[src/rtl/time_step_pkg.sv]
// Shared types and helpers for the lattice time-step counter.
package time_step_pkg;

    // Counter FSM states: no step taken yet, stepping, terminal count reached.
    typedef enum logic [1:0] {
        IDLE     = 2'd0,
        COUNTING = 2'd1,
        DONE     = 2'd2
    } ts_state_e;

    // The count carries one extra bit over the base width so that MAX_TIME
    // itself is representable even when it is a power of two.
    function automatic int count_width(input int base_w);
        return base_w + 1;
    endfunction

endpackage

[src/rtl/time_step_counter_reset_sync.sv]
// Two-flop reset synchronizer: asserts immediately, releases on the second
// rising clock edge after the raw reset falls.
module reset_sync (
    input  logic i_clk,
    input  logic i_rst,
    output logic o_rst
);

    logic r_meta;
    logic r_sync;

    // Shift a deasserted level through two flops; any raw assert clears both at once.
    always_ff @(posedge i_clk or posedge i_rst) begin
        if (i_rst) begin
            r_meta <= 1'b1;
            r_sync <= 1'b1;
        end else begin
            r_meta <= 1'b0;
            r_sync <= r_meta;
        end
    end

    assign o_rst = r_sync;

endmodule

[src/rtl/time_step_counter.sv]
// Saturating lattice time-step counter: one step per enabled clock edge,
// holding at MAX_TIME until reset.
module time_step_counter
    import time_step_pkg::*;
#(
    parameter int MAX_TIME         = 100,
    parameter int TIME_COUNT_WIDTH = $clog2(MAX_TIME)
) (
    input  logic                                       Clk,
    input  logic                                       Reset,
    input  logic                                       Enable,
    output logic [count_width(TIME_COUNT_WIDTH)-1:0]   Data_out
);

    localparam int           CW    = count_width(TIME_COUNT_WIDTH);
    localparam logic [CW-1:0] MAX_C = CW'(MAX_TIME);
    localparam logic [CW-1:0] ONE_C = CW'(1);

    logic          w_rst;
    ts_state_e     r_state;
    ts_state_e     w_state_nxt;
    logic [CW-1:0] r_count;
    logic [CW-1:0] w_count_nxt;
    logic [CW-1:0] w_count_inc;

    // Raw Reset asserts straight through; its release is aligned to Clk.
    reset_sync u_reset_sync (
        .i_clk (Clk),
        .i_rst (Reset),
        .o_rst (w_rst)
    );

    assign w_count_inc = r_count + ONE_C;

    // State and count registers; cleared asynchronously by the synchronized reset.
    always_ff @(posedge Clk or posedge w_rst) begin
        if (w_rst) begin
            r_state <= IDLE;
            r_count <= '0;
        end else begin
            r_state <= w_state_nxt;
            r_count <= w_count_nxt;
        end
    end

    // Next-state and next-count: the increment only happens below MAX_TIME,
    // so the count can never wrap.
    always_comb begin
        w_state_nxt = r_state;
        w_count_nxt = r_count;
        case (r_state)
            IDLE: begin
                if (Enable) begin
                    w_count_nxt = ONE_C;
                    w_state_nxt = (ONE_C == MAX_C) ? DONE : COUNTING;
                end
            end
            COUNTING: begin
                if (Enable) begin
                    w_count_nxt = w_count_inc;
                    if (w_count_inc == MAX_C) begin
                        w_state_nxt = DONE;
                    end
                end
            end
            DONE: begin
                w_count_nxt = MAX_C;
            end
            default: begin
                w_state_nxt = IDLE;
                w_count_nxt = '0;
            end
        endcase
    end

    assign Data_out = r_count;

`ifndef SYNTHESIS
    logic [CW-1:0] r_prev;
    logic          r_prev_vld;

    // Output never exceeds the terminal count.
    a_max : assert property (@(posedge Clk) Data_out <= MAX_C)
        else $error("Data_out above MAX_TIME");

    // Compare each sampled output with the previous one; history is dropped on reset.
    always @(posedge Clk or posedge w_rst) begin
        if (w_rst) begin
            r_prev     <= '0;
            r_prev_vld <= 1'b0;
        end else begin
            if (r_prev_vld) begin
                a_no_dec : assert (Data_out >= r_prev)
                    else $error("Data_out decremented without reset");
                a_step1 : assert ((Data_out - r_prev) <= ONE_C)
                    else $error("Data_out advanced by more than one");
            end
            r_prev     <= Data_out;
            r_prev_vld <= 1'b1;
        end
    end
`endif

endmodule

[config.mk]
export PLATFORM = sky130hd
export DESIGN_NAME = time_step_counter
export DESIGN_NICKNAME = d
export VERILOG_FILES = /design/src/rtl/time_step_pkg.sv /design/src/rtl/time_step_counter_reset_sync.sv /design/src/rtl/time_step_counter.sv
export SDC_FILE = /design/constraint.sdc
export NUM_CORES = 1
export LEC_CHECK = 0
export BUFFER_PORTS_ARGS = -buffer_cell sky130_fd_sc_hd__buf_4
export CORE_AREA = 2 2 39 41
export CTS_CLUSTER_SIZE = 14
export DETAILED_ROUTE_END_ITERATION = 7
export DIE_AREA = 0 0 41 43
export HOLD_SLACK_MARGIN = 0.1
export PLACE_DENSITY = 0.7
export SYNTH_ARGS = -nofsm -noshare
export SYNTH_HDL_FRONTEND = slang
export SYNTH_SLANG_ARGS = --single-unit
[constraint.sdc]
create_clock -name Clk -period 0.8 [get_ports Clk]
set_input_delay 0.12 -clock Clk [delete_from_list [all_inputs] [get_ports Clk]]
set_output_delay 0.12 -clock Clk [all_outputs]
set_load 0.02 [all_outputs]
==> flow_summary.json <==
{
  "status": "finished, violations left",
  "violations": "negative setup slack",
  "fmax_mhz": 728,
  "fill_cells": 90,
  "hold_class": "in -> reg",
  "clk_latency_ps": 280,
  "core_um2": 1380,
  "syn_inst": 64,
  "multi_input_area_um2": 380,
  "grt_pass1_vias": 695,
  "ant_nets": 0,
  "portBuffers": 10,
  "num_rows": 14,
  "via_per_inst": 5.88,
  "clockBufferDepth": 2,
  "ys_types": 31,
  "critPathArrivalTime_ps": 1540,
  "synth_area_um2": 634,
  "worstPathRequired_ps": 960,
  "ys_seq_area_share_pct": 47.7,
  "numCtsBuffers": 3,
  "fin_crit_ps": 1370,
  "antenna_cells": 0,
  "hold_start": "Enable",
  "cts_max_level": 1,
  "root_buffer": "clkbuf_4",
  "grt_use_total_pct": 29.5,
  "route.detailed.drc": 0,
  "io_pins": 11,
  "fp.dieH_um": 43,
  "power.density_nw_per_um2": 3800,
  "path_max_fanout": 2,
  "synth_edf_count": 0,
  "ir_drop_uv": 1810,
  "hold_viol_final": 0,
  "cts_tree": "done",
  "criticalPathCategory": "reg -> reg",
  "fin_ws_ps": -574,
  "dp.final_hpwl_um": 1290,
  "layout.nets": 109,
  "syn_area_per_cell_um2": 9.91,
  "yosysWarnings": 0,
  "synth_seq_cells": 12,
  "synthArstFlopShare_pct": 100,
  "r2r_start": "Data_out[1]",
  "num_vias": 705,
  "slew_viol_final": 0,
  "grt_pass1_wl_um": 3310,
  "synth_top_flop_cell": "dfrtp_1",
  "placed_cells": 108,
  "cellLeakagePower_nw": 0.504,
  "critPathCaptureType": "flop",
  "syn2layout_area_growth_pct": 73.8,
  "startpoint": "Data_out[1]",
  "grt_max_degree": 11,
  "clk_pin_slew_ps": 80,
  "finalCritPeriodShare_pct": 172,
  "final.setup_skew_ps": 3.49,
  "total_power_mw": 4.19,
  "seqCellArea_um2": 313,
  "start_util_pct": 45.8,
  "mostFrequentLayoutCells": "21 x buf_4, 16 x buf_6, 8 x dfrtp_2",
  "cap_viol_max_count": 0,
  "wl_per_cell_um": 17.6,
  "rsz0062_at_grt": "yes",
  "mostFrequentLayoutCell": "buf_4",
  "drt_iter0_drc": 15,
  "final_core_util_pct": 79.7,
  "overflow": 0,
  "design.die.area_um2": 1760,
  "synth_nets": 68,
  "setup_viol": 18,
  "gp_congestion": 0.750,
  "die_w_um": 41,
  "cp-start-kind": "flop",
  "drive_above_1_share_pct": 60.6,
  "grt_antenna_before_repair": 0,
  "drt-pass1-iter-count": 4,
  "clock-sinks": 12,
  "wirelength_um": 2120,
  "stdcell_count": 120
}
==> repair_timing <==
| item | CTS | global route |
|---|---|---|
| buffers inserted | 8 | 0 |
| gates resized for setup | 26 | 4 |
| setup endpoints to repair | 18 | 18 |
| hold endpoints to repair | 2 | 0 |
| pin swaps | 10 | 2 |
| hold buffers | 1 | 0 |
==> sequential cells by signal, summed over array words and instances, names as in the netlist <==
name,flops
u_reset_sync.r_meta,1
Data_out,8
u_reset_sync.o_rst,1
r_state,2
==> cell usage after synthesis (2+ instances only) <==
| library cell | instances | area, um^2 |
|---|---|---|
| a21oi_1 | 3 | 15.0 |
| inv_1 | 4 | 15.0 |
| dfrtp_1 | 10 | 250 |
| buf_2 | 2 | 10.0 |
| a31oi_1 | 3 | 18.8 |
| nand2_1 | 3 | 11.3 |
| nor2b_1 | 2 | 12.5 |
| dfstp_2 | 2 | 52.6 |
| a22o_1 | 3 | 26.3 |
| a21o_1 | 2 | 15.0 |
| nor2_1 | 3 | 11.3 |
| o2111ai_1 | 2 | 17.5 |
| o21ai_0 | 3 | 15.0 |
| nand3_1 | 5 | 25.0 |
==> area by class of cell <==
class | instances | area share [%]
Timing Repair Buffer | 38 | 31.6
Sequential cell | 12 | 28.4
Clock buffer | 4 | 2.38
Multi-Input combinational cell | 46 | 34.5
Tap cell | 16 | 1.82
Inverter | 4 | 1.36
==> logic make-up (layout without fill, tap and decap cells) <==
group	Yosys count	count (layout)	share of synthesized area, %
compound gates	17	17	18.1
xor+xnor	1	1	1.38
fa+ha+maj	1	1	1.97
buf+inv	6	46	3.94
flops	12	12	47.7
mux	1	1	1.58
other cells	1	1	0.591
simple gates	25	25	24.7
==> power breakdown <==
group	switching [mW]	internal, mW	leakage (nW)
clock network	0.219	0.193	0.0150
registers	0.256	0.844	0.130
logic	1.25	1.43	0.359
total	1.72	2.47	0.504
==> worst max-delay path: stages, from the launching register on <==
cell and delay (ps):
dfrtp_2 390, ha_4 140, or4b_4 480, nor3_4 150
a31oi_1 100
==> per-layer routing <==
| metal | track usage, % | routed length, um | vias to the layer above |
|---|---|---|---|
| met5 | 0 | 0 | - |
| met3 | 4.19 | 116 | 8 |
| met2 | 48.8 | 1140 | 34 |
| met1 | 33.9 | 808 | 348 |
| met4 | 16.7 | 49 | 0 |
| li1 | - | - | 315 |
==> metrics by stage <==
| step | setup slack [ps] | TNS, ps | hold slack, ps | area [um^2] |
|---|---|---|---|---|
| 2_1_floorplan | -630 | -3310 | 31.5 | 669 |
| 3_3_place_gp | -494 | -3450 | 151 | 898 |
| 3_5_place_dp | -543 | -3750 | 154 | 898 |
| 4_1_cts | -561 | -6320 | 174 | 1090 |
| 5_1_grt | -640 | -7020 | 187 | 1100 |
| 6_report | -574 | -6380 | 175 | 1100 |
==> path summary, 6_finish.rpt <==
check | endpoint | slack [ps] | cells past startpoint
max | r_state[0] | -570 | 4
min | r_state[0] | 170 | 3
max reg2reg | r_state[0] | -570 | 4
min reg2reg | Data_out[4] | 230 | 2
max in group asynchronous | u_reset_sync.r_meta | 360 | 3
min in group asynchronous | Data_out[4] | 230 | 2
Power figures use the tool's default switching activity.
